==> src/rtl/board_pkg.sv <==
// Shared constants and FSM state type for the board cell selector.
package board_pkg;

    localparam int N_CELLS    = 9;
    localparam int CELL_W     = 9;
    localparam int CELL_IDX_W = 4;

    typedef enum logic [1:0] {
        IDLE = 2'd0,
        SCAN = 2'd1,
        DONE = 2'd2
    } state_t;

endpackage

==> src/rtl/board_cell_select_cell_pick.sv <==
// Combinational cell picker: returns cell[idx], or zero with err set when
// idx does not address a real cell.
module cell_pick
    import board_pkg::*;
#(
    parameter int N_IN   = N_CELLS,
    parameter int DATA_W = CELL_W,
    parameter int SEL_W  = CELL_IDX_W
) (
    input  logic [N_IN*DATA_W-1:0] in_flat_i,
    input  logic [SEL_W-1:0]       idx_i,
    output logic [DATA_W-1:0]      data_o,
    output logic                   err_o
);

    // One-hot compare per cell so out-of-range indices fall through to zero.
    always_comb begin
        data_o = '0;
        err_o  = 1'b1;
        for (int i = 0; i < N_IN; i++) begin
            if (idx_i == SEL_W'(i)) begin
                data_o = in_flat_i[i*DATA_W +: DATA_W];
                err_o  = 1'b0;
            end
        end
    end

endmodule

==> src/rtl/board_cell_select.sv <==
// Registered board cell selector with direct reads and an auto-scan mode.
// Handshake: a beat/request transfers on a rising edge where valid && ready
// are both high; valid never drops and data never changes until then.
module board_cell_select
    import board_pkg::*;
#(
    parameter int N_IN   = N_CELLS,
    parameter int DATA_W = CELL_W,
    parameter int SEL_W  = CELL_IDX_W
) (
    input  logic                   clk,
    input  logic                   rst,
    input  logic [N_IN*DATA_W-1:0] in_flat,
    input  logic                   sel_valid,
    input  logic [SEL_W-1:0]       sel,
    output logic                   sel_ready,
    input  logic                   scan_start,
    output logic                   out_valid,
    input  logic                   out_ready,
    output logic [DATA_W-1:0]      out_data,
    output logic [SEL_W-1:0]       out_idx,
    output logic                   out_err,
    output logic                   scan_busy,
    output logic                   scan_done,
    output state_t                 dbg_state
);

    localparam logic [SEL_W-1:0] CNT_END = SEL_W'(N_IN);

    state_t              state_q;
    logic [SEL_W-1:0]    cnt_q;
    logic [SEL_W-1:0]    cnt_d;
    logic                out_valid_q;
    logic [DATA_W-1:0]   out_data_q;
    logic [SEL_W-1:0]    out_idx_q;
    logic                out_err_q;
    logic                scan_busy_q;
    logic                scan_done_q;

    logic                load_ok;
    logic [SEL_W-1:0]    pick_idx;
    logic [DATA_W-1:0]   pick_data;
    logic                pick_err;

    // The output stage can take a new beat when empty or being drained.
    assign load_ok   = !out_valid_q || out_ready;
    assign sel_ready = (state_q == IDLE) && !scan_start && load_ok;
    assign pick_idx  = (state_q == SCAN) ? cnt_q : sel;
    assign cnt_d     = cnt_q + SEL_W'(1);

    cell_pick #(
        .N_IN   (N_IN),
        .DATA_W (DATA_W),
        .SEL_W  (SEL_W)
    ) u_pick (
        .in_flat_i (in_flat),
        .idx_i     (pick_idx),
        .data_o    (pick_data),
        .err_o     (pick_err)
    );

    // FSM, scan counter and output register.
    always_ff @(posedge clk) begin
        if (rst) begin
            state_q     <= IDLE;
            cnt_q       <= '0;
            out_valid_q <= 1'b0;
            out_data_q  <= '0;
            out_idx_q   <= '0;
            out_err_q   <= 1'b0;
            scan_busy_q <= 1'b0;
            scan_done_q <= 1'b0;
        end else begin
            scan_done_q <= 1'b0;
            if (out_valid_q && out_ready) begin
                out_valid_q <= 1'b0;
            end
            case (state_q)
                IDLE: begin
                    if (scan_start) begin
                        state_q     <= SCAN;
                        cnt_q       <= '0;
                        scan_busy_q <= 1'b1;
                    end else if (sel_valid && sel_ready) begin
                        out_valid_q <= 1'b1;
                        out_data_q  <= pick_data;
                        out_idx_q   <= sel;
                        out_err_q   <= pick_err;
                    end
                end
                SCAN: begin
                    if (cnt_q < CNT_END) begin
                        if (load_ok) begin
                            out_valid_q <= 1'b1;
                            out_data_q  <= pick_data;
                            out_idx_q   <= cnt_q;
                            out_err_q   <= 1'b0;
                            cnt_q       <= cnt_d;
                        end
                    end else if (out_valid_q && out_ready) begin
                        // Last beat accepted: finish the scan.
                        state_q     <= DONE;
                        scan_busy_q <= 1'b0;
                        scan_done_q <= 1'b1;
                    end
                end
                DONE: begin
                    state_q <= IDLE;
                end
                default: begin
                    state_q <= IDLE;
                end
            endcase
        end
    end

    assign out_valid = out_valid_q;
    assign out_data  = out_data_q;
    assign out_idx   = out_idx_q;
    assign out_err   = out_err_q;
    assign scan_busy = scan_busy_q;
    assign scan_done = scan_done_q;
    assign dbg_state = state_q;

endmodule

==> config.mk <==
export PLATFORM = sky130hd
export DESIGN_NAME = board_cell_select
export DESIGN_NICKNAME = d
export VERILOG_FILES = /design/src/rtl/board_pkg.sv /design/src/rtl/board_cell_select_cell_pick.sv /design/src/rtl/board_cell_select.sv
export SDC_FILE = /design/constraint.sdc
export NUM_CORES = 1
export LEC_CHECK = 0
export BUFFER_PORTS_ARGS = -buffer_cell sky130_fd_sc_hd__buf_2
export CORE_ASPECT_RATIO = 1.25
export CORE_MARGIN = 2
export CORE_UTILIZATION = 40
export DETAILED_ROUTE_END_ITERATION = 8
export PLACE_DENSITY = 0.83
export SETUP_SLACK_MARGIN = 0.1
export SLEW_MARGIN = 0
export SYNTH_ARGS = -nofsm -noshare
export SYNTH_HDL_FRONTEND = slang
export SYNTH_SLANG_ARGS = --single-unit
==> constraint.sdc <==
create_clock -name clk -period 3.2 [get_ports clk]
set_input_delay 0 -clock clk [delete_from_list [all_inputs] [get_ports clk]]
set_output_delay 0 -clock clk [all_outputs]
set_load 0.01 [all_outputs]
* After elaboration in Yosys (flattened, before gate mapping)
Cells that the tools add are included.
** Storage, ports and cells
- Register bits after elaboration :: 23
- Input port bits :: 90
- Output and inout port bits :: 20
- Logic and storage cells :: 95
** Cells by class
- $add $sub $neg :: 1
- Order comparisons :: 1
- Equality and inequality tests :: 16
- Multiplexer cells :: 53
- Bitwise gates (word level) :: 1
- Reduce and logical (&&, ||, !) cells :: 15
** Operator list (number)
- 9-bit 2-to-1 mux :: 13
- 4-bit 2-to-1 mux :: 8
- 1-bit 2-to-1 mux :: 22
- 9-bit case mux with 2 select lines :: 1
- 4-bit by 3-bit == test with 1-bit output (second input constant) :: 4
- 4-bit case mux with 2 select lines :: 2
- 4-bit by 2-bit == test with 1-bit output (second input constant) :: 2
- 2-bit inequality test (second input constant) :: 4
- 4-bit AND reduction :: 2
- 2-bit 2-to-1 mux :: 3
- 2-bit by 1-bit inequality test with 1-bit output (second input constant) :: 3
- 1-bit case mux with 2 select lines :: 3
- 5-bit AND reduction :: 1
- 4-bit by 1-bit adder with 4-bit output (second input constant) :: 1
- 4-bit by 1-bit == test with 1-bit output (second input constant) :: 1
- 4-bit == test (second input constant) :: 1
- 1-bit logical AND :: 4
- 4-bit logical NOT :: 1
- 4-bit < comparator (second input constant) :: 1
- 2-bit case mux with 2 select lines :: 1
- 3-bit AND reduction :: 1
- 3-bit OR reduction :: 1
- 2-bit by 1-bit == test with 1-bit output (second input constant) :: 1
- 1-bit logical NOT :: 2
- 4 further kinds :: 4

* Depth between registers and ports, before layout
- Depth in word-level cells :: 15
- Mapped depth :: 10
- Depth with buffers taken out :: 8

* Modules after synthesis
From an unflattened synthesis, not the netlist that was laid out.
** Unflattened totals
- Cells, all modules :: 248
- Area, all modules :: 2042.0 µm²
** By module, submodules not included
- board_cell_select :: times used 1, cells each 118, area an instance 1144.8 µm², seq. area each 460.4 µm²
- cell_pick :: times used 1, cells each 130, area an instance 897.1 µm², seq. area each 0.0 µm²

* Worst setup path after synthesis
OpenSTA, ideal clock, no wires.
- Kind :: flip-flop to flip-flop
- Start :: register state_q[1] (netlist: dbg_state[1])
- End :: register out_data_q[8] (netlist: out_data[8])
- Data arrival time :: 1.810 ns
- Path slack :: 1.263 ns
- Stages on the path, launching flop included :: 10
- Buffers on the path :: 4
- Period minus slack after synthesis :: 1.937 ns
- Path through :: dfxtp_1 -> buf_6 -> nand2b_4 -> buf_12 -> mux2i_4 -> or3_1 -> buf_6 -> buf_6 -> o211ai_2 -> o211ai_2
** Between the ends
- Word-level cells in the longest chain between the ends :: 15
- Elaborated cells on any way between the ends :: 35
- Those cells by class :: eq/ne: 13; mux: 15; reduce/logical: 7
** Ends and longest elaborated chain
- start: declaration :: RTL line board_cell_select.sv:30 : state_t state_q;
- start signal: assignment :: RTL line board_cell_select.sv:65 : state_q <= IDLE;
- start signal: assignment :: RTL line board_cell_select.sv:81 : state_q <= SCAN;
- start signal: assignment :: RTL line board_cell_select.sv:102 : state_q <= DONE;
- 2-bit by 1-bit == test with 1-bit output :: RTL line board_cell_select.sv:48, board_cell_select.sv:78
- 4-bit 2-to-1 mux :: RTL line board_cell_select.sv:48 : assign pick_idx = (state_q == SCAN) ? cnt_q : sel;
- 4-bit logical NOT :: RTL line board_cell_select_cell_pick.sv:21 : if (idx_i == SEL_W'(i)) begin
- 9-bit 2-to-1 mux (9 in a row) :: RTL line board_cell_select_cell_pick.sv:21
- 9-bit 2-to-1 mux, on equally long branches :: RTL line board_cell_select.sv:93, board_cell_select.sv:84
- 9-bit 2-to-1 mux, on equally long branches :: RTL line board_cell_select.sv:92, board_cell_select.sv:80
- 9-bit case mux with 2 select lines :: RTL line board_cell_select.sv:78 : case (state_q)
- end signal: assignment :: RTL line board_cell_select.sv:86 : out_data_q <= pick_data;
- end signal: assignment :: RTL line board_cell_select.sv:95 : out_data_q <= pick_data;
- end: declaration :: RTL line board_cell_select.sv:34 : logic [DATA_W-1:0] out_data_q;
Several ways; a longest one is shown, not always the timed one. The select of a mux whose other input is x is not followed.
A chain may end at the register's enable or synchronous reset.

* Worst setup path after layout
- Start :: register state_q[1] (netlist: dbg_state[1])
- End :: register out_data_q[1] (netlist: out_data[1])
The elaborated chain is that of the path after synthesis.

==> flow_summary.toml <==
[sta]
setup_viol = 0
final-hold-violation-count = 0
skew_ps = 4.59
setup_tns_ps = 0
tightest_slew_ps = 896
min_period_over_period = 0.827
rsz0062_at_grt = "false"
fmax_mhz = 378
slew_violations = 0
worst_slack_ps = 553
fin_crit_ps = 2650
slew_headroom = 0.400

[clock_tree]
cts_made_buffers = 3
cts-root-buf = "clkbuf_8"
tritoncts = "built"
cts_setup_buffers = 0
cts.repair.resized = 0
path_clk_slew_ps = 90
hold_buffers = 0
clock_path_buffers = 2
clock_sinks = 23
insertion_delay_ps = 270
htreeDepth = 1

[critical_path]
cpPeakStageDelay_ps = 650
worst_setup_path_start_kind = "flip-flop"
r2r_slack_ps = 550
r2r_start = "dbg_state[1]"
r2r_cells = 7
crit_slowest_cell = "mux2i_4"
cp_cell_sequence = "nand2b_4 > mux2i_4 > buf_4 > mux2i_1 > o21ai_0 > a21oi_1 > o21ai_1"
r2r_end = "out_data[1]"
worstPathRequired_ps = 3360
critPathKind = "reg -> reg"
path_max_fanout = 18
cp-end-kind = "flip-flop"
arrival_ps = 2810

[synthesis]
yosys-top-cells-count = "nor2_1 (24), dfxtp_1 (23), mux2i_1 (22), o21ai_0 (19), a22oi_1 (18)"
postSynthCellCount = 238
async_flop_share = 0
syn_area_um2 = 1920
yosysMostFrequentCell = "nor2_1"
syn_nets = 330
yosysTopAreaCell = "dfxtp_1"
ys_warn_count = 0
synth_area_leaders = "dfxtp_1 (24%), mux2i_1 (11%), a22oi_1 (7.0%), o21ai_0 (5.0%), nor2_1 (4.7%)"
ys_types = 38
yosysSeqAreaShare = 0.240
synth_top_area_share = 0.240
synth_ff_type = "dfxtp_1"
synth_edf_count = 0
syn_avg_cell_area_um2 = 8.06
ys_seq_elements = 23

[floorplanning]
rows = 28
die-area_um2 = 5370
start_util = 0.409
fp.dieH_um = 81.4
die_w_um = 66.0
io_pins = 110
core_um2 = 4690

[place]
pre_cts_ws_ps = 624
dp.cells = 390
routabilityCongestion = 0.890
port_buffers = 109
hpwl_um = 4860

[drt]
vias = 2258
routed_wirelength_um = 6250
vias_per_cell = 5.73
wire_per_inst_um = 15.9
ant_nets = 0
drc = 0
drt-initial-drc-count = 177
drt_pass1_iterations = 4

[finish]
drive_above_1_share = 0.386
instances_no_fill = 394
utilization = 0.524
nNetsFinal = 427
diodes = 0
area_delta_synth_final_pct = 28.2

[power]
vdd_drop_max_v = 0.000208
pwr_density_cell_nw_per_um2 = 352
leakagePower_nw = 1.13

[worst_hold_path]
hold_class = "in -> reg"
min_to = "out_data[8]"
hold_path_depth = 3
hold_start = "in_flat[80]"

[run_status]
status = "finished, final reports clean"

[global_route]
antenna_found_initial = 0
grt_usage = 0.221
overflow = 0
grt_max_degree = 20
grt_first_pass_wirelength_um = 9120
first_global_vias = 1990

[flow_run]
maxCapViolations = 0
-- worst max-delay path, delay by kind of cell (launching register included) --
| kind | cells | cell delay (ps) |
|---|---|---|
| AND/OR/NAND/NOR | 1 | 390 |
| multiplexers | 2 | 850 |
| flip-flops | 1 | 550 |
| buffers and inverters | 1 | 300 |
| AO/OA/AOI/OAI | 3 | 430 |
-- how the worst max path moves through the flow --
stage,startpoint,endpoint,cells past startpoint
final,dbg_state[1],out_data[1],7
after global placement,dbg_state[1],out_data[1],7
after global routing,dbg_state[1],out_data[3],7
after floorplan,dbg_state[1],out_data[8],9
after detailed placement,dbg_state[1],out_data[1],7
after CTS,dbg_state[1],out_data[1],7
-- area by class of cell --
type / instances / area (um^2)
Inverter: 8 / 30.0
Clock inverter: 1 / 5.00
Sequential cell: 23 / 460
Tap cell: 60 / 75.1
Timing Repair Buffer: 111 / 561
Clock buffer: 3 / 41.3
Multi-Input combinational cell: 188 / 1290
Fill cell: 500 / 2230
-- cells by family after synthesis --
family | synth area share
xor+xnor | 0.00456
compound gates | 0.324
flops | 0.240
fa+ha+maj | 0.0130
mux | 0.157
buf+inv | 0.0893
simple gates | 0.172
-- stage by stage --
| step | total power, W | instance area, um^2 | hold slack [ps] |
|---|---|---|---|
| floorplan | 0.000568 | 1920 | 50.4 |
| global placement | 0.000677 | 2410 | 282 |
| detailed placement | 0.000683 | 2410 | 294 |
| CTS | 0.000865 | 2460 | 11.7 |
| global route | 0.000915 | 2460 | 22.1 |
| finish | 0.000866 | 2460 | 14.6 |
-- placed cells by master, fill, tap and decap left out, drive strengths merged, types with 5 or more instances in the layout --
cell type	Yosys	layout
buf	16	111
nor2	24	24
a211oi	5	5
o211ai	12	12
nand2	14	14
o221ai	9	9
dfxtp	23	23
nand3	10	10
inv	8	8
a21oi	14	14
mux2i	26	26
a22oi	18	18
o21ai	28	28
-- where the power goes --
group / total [W] / switching (W) / internal, W
Clock: 0.000187 / 0.0000999 / 0.0000873
Sequential: 0.000335 / 0.0000222 / 0.000313
Combinational: 0.000344 / 0.000192 / 0.000152
-- state kept, by name, indices dropped and copies added, names as in the netlist --
register,flops
cnt_q,4
dbg_state,2
out_data,9
out_err,1
out_idx,4
out_valid,1
scan_busy,1
scan_done,1
-- layer usage --
metal / share of wire / vias up / global-route usage
li1: - / 1097 / -
met1: 0.40 / 1050 / 0.279
met2: 0.52 / 100 / 0.384
met3: 0.060 / 11 / 0.0192
met4: 0.021 / 0 / 0.0939
met5: 0 / - / 0
(Power assumes the default switching activity.)
